## src/rtl/cpu_controller_pkg.sv

```systemverilog
// Shared encodings for the CPU control stage: datapath select codes,
// memory commands, {opcode,op} dispatch keys, FSM states and IR field helpers.
package cpu_controller_pkg;

  // vsel encodings (writeback source select into the register file)
  localparam logic [1:0] VSEL_C      = 2'b00;
  localparam logic [1:0] VSEL_PC     = 2'b01;
  localparam logic [1:0] VSEL_SXIMM8 = 2'b10;
  localparam logic [1:0] VSEL_MDATA  = 2'b11;

  // Memory command encodings
  localparam logic [1:0] MEM_NONE  = 2'b00;
  localparam logic [1:0] MEM_READ  = 2'b01;
  localparam logic [1:0] MEM_WRITE = 2'b10;

  // Dispatch keys: {opcode[2:0], op[1:0]}
  localparam logic [4:0] OPC_MOV_IMM = 5'b110_10;
  localparam logic [4:0] OPC_MOV_REG = 5'b110_00;
  localparam logic [4:0] OPC_ADD     = 5'b101_00;
  localparam logic [4:0] OPC_CMP     = 5'b101_01;
  localparam logic [4:0] OPC_AND     = 5'b101_10;
  localparam logic [4:0] OPC_MVN     = 5'b101_11;
  localparam logic [4:0] OPC_LDR     = 5'b011_00;
  localparam logic [4:0] OPC_STR     = 5'b100_00;

  // Controller FSM states
  typedef enum logic [4:0] {
    ST_RST     = 5'd0,
    ST_IF1     = 5'd1,
    ST_IF2     = 5'd2,
    ST_UPD_PC  = 5'd3,
    ST_DECODE  = 5'd4,
    ST_WR_IMM  = 5'd5,
    ST_GET_A   = 5'd6,
    ST_GET_B   = 5'd7,
    ST_ALU     = 5'd8,
    ST_CMP     = 5'd9,
    ST_WR_REG  = 5'd10,
    ST_ADDR    = 5'd11,
    ST_LD_DA   = 5'd12,
    ST_MEM_RD  = 5'd13,
    ST_WR_MEM  = 5'd14,
    ST_GET_STR = 5'd15,
    ST_STR_C   = 5'd16,
    ST_MEM_WR  = 5'd17,
    ST_HALT    = 5'd18
  } state_t;

  // Sign-extend the 8-bit immediate field to datapath width
  function automatic logic [15:0] sext8(input logic [7:0] imm);
    return {{8{imm[7]}}, imm};
  endfunction

endpackage

```

## src/rtl/cpu_controller_instr_decoder.sv

```systemverilog
// Combinational instruction-register field split and immediate extension.
module instr_decoder
  import cpu_controller_pkg::*;
(
  input  logic [15:0] i_ir,
  output logic [2:0]  o_opcode,
  output logic [1:0]  o_op,
  output logic [2:0]  o_rn,
  output logic [2:0]  o_rd,
  output logic [1:0]  o_sh,
  output logic [2:0]  o_rm,
  output logic [15:0] o_sximm8
);

  // Slice the fixed IR fields and sign-extend the low byte
  always_comb begin
    o_opcode = i_ir[15:13];
    o_op     = i_ir[12:11];
    o_rn     = i_ir[10:8];
    o_rd     = i_ir[7:5];
    o_sh     = i_ir[4:3];
    o_rm     = i_ir[2:0];
    o_sximm8 = sext8(i_ir[7:0]);
  end

endmodule

```

## src/rtl/cpu_controller.sv

```systemverilog
// Control stage: fetches instructions into IR, decodes them and sequences
// the datapath through a Moore FSM. Owns PC and the data-address register.
module cpu_controller
  import cpu_controller_pkg::*;
#(
  parameter int                 ADDR_W   = 8,
  parameter logic [ADDR_W-1:0]  RESET_PC = {ADDR_W{1'b0}}
) (
  input  logic              clk,
  input  logic              reset_n,
  input  logic [15:0]       mem_rdata,
  input  logic [15:0]       c_in,
  output logic [1:0]        mem_cmd,
  output logic [ADDR_W-1:0] mem_addr,
  output logic [15:0]       sximm8,
  output logic [ADDR_W-1:0] PC,
  output logic [2:0]        readnum,
  output logic [2:0]        writenum,
  output logic              write,
  output logic              loada,
  output logic              loadb,
  output logic              loadc,
  output logic              loads,
  output logic              asel,
  output logic              bsel,
  output logic [1:0]        vsel,
  output logic [1:0]        ALUop,
  output logic [1:0]        shift,
  output logic              halted
);

  state_t            r_state;
  logic [ADDR_W-1:0] r_pc;
  logic [15:0]       r_ir;
  logic [ADDR_W-1:0] r_da;

  logic [2:0]        w_opcode;
  logic [1:0]        w_op;
  logic [2:0]        w_rn;
  logic [2:0]        w_rd;
  logic [1:0]        w_sh;
  logic [2:0]        w_rm;
  logic [4:0]        w_opc;
  logic              w_unused_c_in;

  instr_decoder u_decoder (
    .i_ir     (r_ir),
    .o_opcode (w_opcode),
    .o_op     (w_op),
    .o_rn     (w_rn),
    .o_rd     (w_rd),
    .o_sh     (w_sh),
    .o_rm     (w_rm),
    .o_sximm8 (sximm8)
  );

  assign w_opc = {w_opcode, w_op};
  assign PC    = r_pc;

  // Only the low address bits of the datapath result form a data address
  assign w_unused_c_in = ^c_in[15:ADDR_W];

  // State sequencing plus the PC, IR and DA registers
  // NOTE: every register here uses <= so all updates in one edge see the
  // pre-edge values; blocking assignments would make order matter.
  always_ff @(posedge clk or negedge reset_n) begin
    if (!reset_n) begin
      r_state <= ST_RST;
      r_pc    <= RESET_PC;
      r_ir    <= 16'h0000;
      r_da    <= {ADDR_W{1'b0}};
    end else begin
      case (r_state)
        ST_RST:    r_state <= ST_IF1;
        ST_IF1:    r_state <= ST_IF2;
        ST_IF2: begin
          r_ir    <= mem_rdata;
          r_state <= ST_UPD_PC;
        end
        ST_UPD_PC: begin
          r_pc    <= r_pc + ADDR_W'(1);
          r_state <= ST_DECODE;
        end
        ST_DECODE: begin
          case (w_opc)
            OPC_MOV_IMM:          r_state <= ST_WR_IMM;
            OPC_MOV_REG, OPC_MVN: r_state <= ST_GET_B;
            OPC_ADD, OPC_AND, OPC_CMP,
            OPC_LDR, OPC_STR:     r_state <= ST_GET_A;
            default:              r_state <= ST_HALT;
          endcase
        end
        ST_WR_IMM: r_state <= ST_IF1;
        ST_GET_A: begin
          if (w_opc == OPC_LDR || w_opc == OPC_STR) r_state <= ST_ADDR;
          else                                      r_state <= ST_GET_B;
        end
        ST_GET_B: begin
          if (w_opc == OPC_CMP) r_state <= ST_CMP;
          else                  r_state <= ST_ALU;
        end
        ST_ALU:    r_state <= ST_WR_REG;
        ST_CMP:    r_state <= ST_IF1;
        ST_WR_REG: r_state <= ST_IF1;
        ST_ADDR:   r_state <= ST_LD_DA;
        ST_LD_DA: begin
          r_da <= c_in[ADDR_W-1:0];
          if (w_opc == OPC_STR) r_state <= ST_GET_STR;
          else                  r_state <= ST_MEM_RD;
        end
        ST_MEM_RD:  r_state <= ST_WR_MEM;
        ST_WR_MEM:  r_state <= ST_IF1;
        ST_GET_STR: r_state <= ST_STR_C;
        ST_STR_C:   r_state <= ST_MEM_WR;
        ST_MEM_WR:  r_state <= ST_IF1;
        ST_HALT:    r_state <= ST_HALT;
        default:    r_state <= ST_RST;
      endcase
    end
  end

  // Moore output decode from state and IR fields
  always_comb begin
    // NOTE: every output gets a default before the case so states that do
    // not mention a signal drive 0 instead of inferring a latch.
    mem_cmd  = MEM_NONE;
    mem_addr = {ADDR_W{1'b0}};
    readnum  = 3'd0;
    writenum = 3'd0;
    write    = 1'b0;
    loada    = 1'b0;
    loadb    = 1'b0;
    loadc    = 1'b0;
    loads    = 1'b0;
    asel     = 1'b0;
    bsel     = 1'b0;
    vsel     = VSEL_C;
    ALUop    = 2'b00;
    shift    = 2'b00;
    halted   = 1'b0;
    case (r_state)
      ST_IF1, ST_IF2: begin
        mem_cmd  = MEM_READ;
        mem_addr = r_pc;
      end
      ST_WR_IMM: begin
        vsel     = VSEL_SXIMM8;
        writenum = w_rn;
        write    = 1'b1;
      end
      ST_GET_A: begin
        readnum = w_rn;
        loada   = 1'b1;
      end
      ST_GET_B: begin
        readnum = w_rm;
        loadb   = 1'b1;
      end
      ST_ALU: begin
        shift = w_sh;
        loadc = 1'b1;
        // Single-operand ops route a zero A input so B passes through
        asel  = (w_opc == OPC_MOV_REG) || (w_opc == OPC_MVN);
        ALUop = (w_opc == OPC_MOV_REG) ? 2'b00 : w_op;
      end
      ST_CMP: begin
        shift = w_sh;
        ALUop = 2'b01;
        loads = 1'b1;
      end
      ST_WR_REG: begin
        vsel     = VSEL_C;
        writenum = w_rd;
        write    = 1'b1;
      end
      ST_ADDR: begin
        bsel  = 1'b1;
        loadc = 1'b1;
      end
      ST_MEM_RD: begin
        mem_cmd  = MEM_READ;
        mem_addr = r_da;
      end
      ST_WR_MEM: begin
        mem_cmd  = MEM_READ;
        mem_addr = r_da;
        vsel     = VSEL_MDATA;
        writenum = w_rd;
        write    = 1'b1;
      end
      ST_GET_STR: begin
        readnum = w_rd;
        loadb   = 1'b1;
      end
      ST_STR_C: begin
        asel  = 1'b1;
        loadc = 1'b1;
      end
      ST_MEM_WR: begin
        mem_cmd  = MEM_WRITE;
        mem_addr = r_da;
      end
      ST_HALT: halted = 1'b1;
      default: ;
    endcase
  end

endmodule

```

## config.mk

```make
export PLATFORM = sky130hd
export DESIGN_NAME = cpu_controller
export DESIGN_NICKNAME = d
export VERILOG_FILES = /design/src/rtl/cpu_controller_pkg.sv /design/src/rtl/cpu_controller_instr_decoder.sv /design/src/rtl/cpu_controller.sv
export SDC_FILE = /design/constraint.sdc
export NUM_CORES = 1
export LEC_CHECK = 0
export CELL_PAD_IN_SITES_DETAIL_PLACEMENT = 0
export CELL_PAD_IN_SITES_GLOBAL_PLACEMENT = 2
export CORE_MARGIN = 5
export CORE_UTILIZATION = 28
export CTS_BUF_LIST = sky130_fd_sc_hd__clkbuf_2
export CTS_CLUSTER_DIAMETER = 40
export DETAILED_ROUTE_END_ITERATION = 10
export HOLD_SLACK_MARGIN = 0.03
export PLACE_DENSITY_LB_ADDON = 0.1
export SYNTH_ARGS = -nofsm -noshare
export SYNTH_HDL_FRONTEND = slang
export SYNTH_HIERARCHICAL = 1
export SYNTH_SLANG_ARGS = --single-unit
export TNS_END_PERCENT = 10
```

## constraint.sdc

```tcl
create_clock -name clk -period 2.32 [get_ports clk]
set_clock_uncertainty 0.1 [all_clocks]
set_input_delay 0.232 -clock clk [delete_from_list [all_inputs] [get_ports clk]]
set_output_delay 0.232 -clock clk [all_outputs]
set_load 0.05 [all_outputs]
```

==> flow_summary.json <==
{
  "setup.worst_path.class": "register to output port",
  "drt-vias-per-instance": 4.83,
  "worst_pin_slew_ns": 0.877,
  "fp.dieH_um": 103,
  "grt_pass1_vias": 1984,
  "ctsLongestPathBuffers": 2,
  "crit_fanout": 6,
  "post_route_insts_no_fill": 402,
  "drive_gt1_frac": 0.438,
  "mappedNetlistArea_mm2": 0.00242,
  "sequential_to_total_area_share_from_yosys_stat": 0.383,
  "synth_cell_type_count": 55,
  "leakage_nw": 1.60,
  "critPathMaxStageDelay_ns": 0.45,
  "setup_violations": 1,
  "cp-end-kind": "output port",
  "drt_drc_violations_left": 0,
  "synthMostInstantiatedCell": "sky130_fd_sc_hd__dfrtp_1",
  "clk_root_buffer_cell": "sky130_fd_sc_hd__clkbuf_2",
  "finalHoldViolCount": 0,
  "finalCritPeriodShare": 1.03,
  "synth.avg_cell_area_um2": 10.4,
  "worstPathBufferInverterCount": 1,
  "rows": 33,
  "area_growth_syn_to_layout_pct": 55.1,
  "worst_ep_arrival_time_ns": 2.05,
  "unrepaired_setup_endpoints_after_global_routing": "yes",
  "number_of_antenna_cells_inserted": 0,
  "finalWirelength_mm": 6.64,
  "min_period_ns": 2.38,
  "dominantRegCellSynth": "sky130_fd_sc_hd__dfrtp_1",
  "grt.overflow.total": 0,
  "place_inst": 381,
  "max_freq_mhz": 419,
  "io_buffers": 79,
  "groute.usage.overall": 0.128,
  "final_count_of_pins_violating_max_slew": 0,
  "power_density_over_cell_area_mw_per_mm2": 1570,
  "fin_ws_ns": -0.0641,
  "tns_ns": -0.0641,
  "critical_path.startpoint_type": "register",
  "fp.dieArea_mm2": 0.0106,
  "min_delay_path_depth": 2,
  "yosys.area.top_type": "sky130_fd_sc_hd__dfrtp_1",
  "wl_per_cell_um": 16.5,
  "wire_length_of_the_first_global_routing_pass_mm": 10.4,
  "cp_cell_sequence": "or2b_4 > o31ai_4 > a31oi_1 > nor4_2 > bufbuf_16",
  "synthTopCellsByCount": "sky130_fd_sc_hd__dfrtp_1, sky130_fd_sc_hd__buf_4, sky130_fd_sc_hd__mux2_2",
  "place_congestion": 0.791,
  "die-width_um": 103,
  "fin_total_pwr_w": 0.00587,
  "tritoncts_num_sinks": 37,
  "violations_in_the_final_reports": "setup timing",
  "drt_iter0_markers": 84,
  "antenna_violating_nets_post_route": 0,
  "maxSlewHeadroom": 0.415,
  "clock_tree_from_tritoncts": "done",
  "via_count": 1940,
  "timing.critical_path.required_ns": 1.99,
  "dpl.hpwl_mm": 4.84,
  "dr.pass1.iters": 4,
  "synth-edff-count": 0,
  "core_region_area_mm2": 0.00830,
  "hold_ws_ns": 0.351,
  "synth_largest_type_area_fraction": 0.383,
  "timing.reg2reg.worst_path_depth": 3,
  "antenna_violations_before_repair": 0,
  "initial_core_util": 0.291,
  "tritoncts.num_buffers": 5,
  "pin_count_of_the_biggest_net_entering_global_routing": 38,
  "synth_warnings": 6,
  "ys_async_sr_fraction": 1.00,
  "ys_top_cells_by_area": "sky130_fd_sc_hd__dfrtp_1, sky130_fd_sc_hd__mux2_2, sky130_fd_sc_hd__buf_4",
  "cts_max_level": 2,
  "cap_violations": 0,
  "cp_num_cells": 5,
  "syn-num-nets": 267,
  "postSynthRegisterBits": 37,
  "final_nets": 333,
  "cp_slowest_cell": "sky130_fd_sc_hd__dfrtp_2",
  "synth_cells": 232,
  "status": "complete, but fails checks",
  "min-delay-path-class": "input pin to register",
  "clk_latency_ns": 0.37,
  "clk_pin_slew_worst_paths_ns": 0.19,
  "floorplan.io_pins": 88,
  "path_delay_family": "simple AND/OR/NAND/NOR gates",
  "power.ir.vdd_worst_uv": 787
}
layer usage:
layer  up-vias  global-route usage  share of wire
li1        919                   -              -
met1       954               0.176           0.47
met2        54               0.192           0.47
met3        13              0.0352          0.048
met4         0              0.0428          0.020
met5         -                   0              0
worst register-to-register path, stage by stage (launching register included):
cell and delay, ns:
sky130_fd_sc_hd__dfrtp_2 0.52, sky130_fd_sc_hd__or3b_4 0.48, sky130_fd_sc_hd__nor2_8 0.25, sky130_fd_sc_hd__mux2_2 0.37
flip-flops by register name (all words and copies together), names as in the netlist:
register / flops
PC: 8
r_state: 5
r_ir: 16
r_da: 8
what timing repair did:
| item | CTS | global route |
|---|---|---|
| gates resized for setup | 10 | 37 |
| buffers inserted | 1 | 13 |
| pin swaps | 7 | 6 |
| hold endpoints to repair | 37 | 0 |
| endpoints found under the setup margin | 21 | 31 |
| hold buffers | 1 | 0 |
cell usage in the layout (no fill, tap or decap), drive strengths merged, types with 7 or more instances in the layout:
| master | n |
|---|---|
| a22o | 11 |
| buf | 51 |
| clkdlybuf4s50 | 43 |
| dfrtp | 37 |
| mux2 | 25 |
| nand2 | 16 |
| nor2 | 15 |
| nor2b | 7 |
| nor3 | 8 |
| xnor2 | 7 |
kinds of logic after synthesis:
| logic type | Yosys count | share of synthesized area |
|---|---|---|
| AO/OA/AOI/OAI | 35 | 0.116 |
| flip-flops | 37 | 0.383 |
| adder cells (fa/ha/maj) | 1 | 0.00518 |
| AND/OR/NAND/NOR | 78 | 0.206 |
| multiplexers | 25 | 0.117 |
| XOR/XNOR | 11 | 0.0399 |
| buffers and inverters | 45 | 0.133 |
area by class of cell:
type                            instances  area (µm²)
Fill cell                             796        4550
Multi-Input combinational cell        150        1330
Timing Repair Buffer                  101        1310
Sequential cell                        37         937
Tap cell                              105         131
Clock buffer                            5        25.0
Inverter                                3        11.3
Clock inverter                          1        5.00
stage by stage:
stage / worst slack (ns) / util / cell area, µm²
floorplan: -0.0315 / - / 2420
global placement: 0.248 / 0.408 / 3380
detailed placement: 0.269 / 0.408 / 3380
CTS: -0.0913 / 0.419 / 3480
global route: -0.205 / 0.452 / 3750
finish: -0.0641 / 0.452 / 3750
report_power, final:
part | internal, W | leakage, nW | total [W] | switching, W
registers | 0.000946 | 0.446 | 0.00133 | 0.000389
clock network | 0.0000616 | 0.0247 | 0.000268 | 0.000207
logic | 0.00192 | 1.13 | 0.00427 | 0.00234
path summary, 6_finish.rpt:
check	start	end	slack, ns
min in group asynchronous	reset_n	PC[6]	0.39
hold reg to reg	r_da[7]	r_da[7]	0.43
hold / removal	mem_rdata[7]	r_ir[7]	0.35
setup / recovery	r_ir[14]	asel	-0.06
setup reg to reg	r_state[4]	r_da[0]	0.54
max in group asynchronous	reset_n	r_state[4]	1.10
No activity file was read; power rests on OpenSTA's default activity.
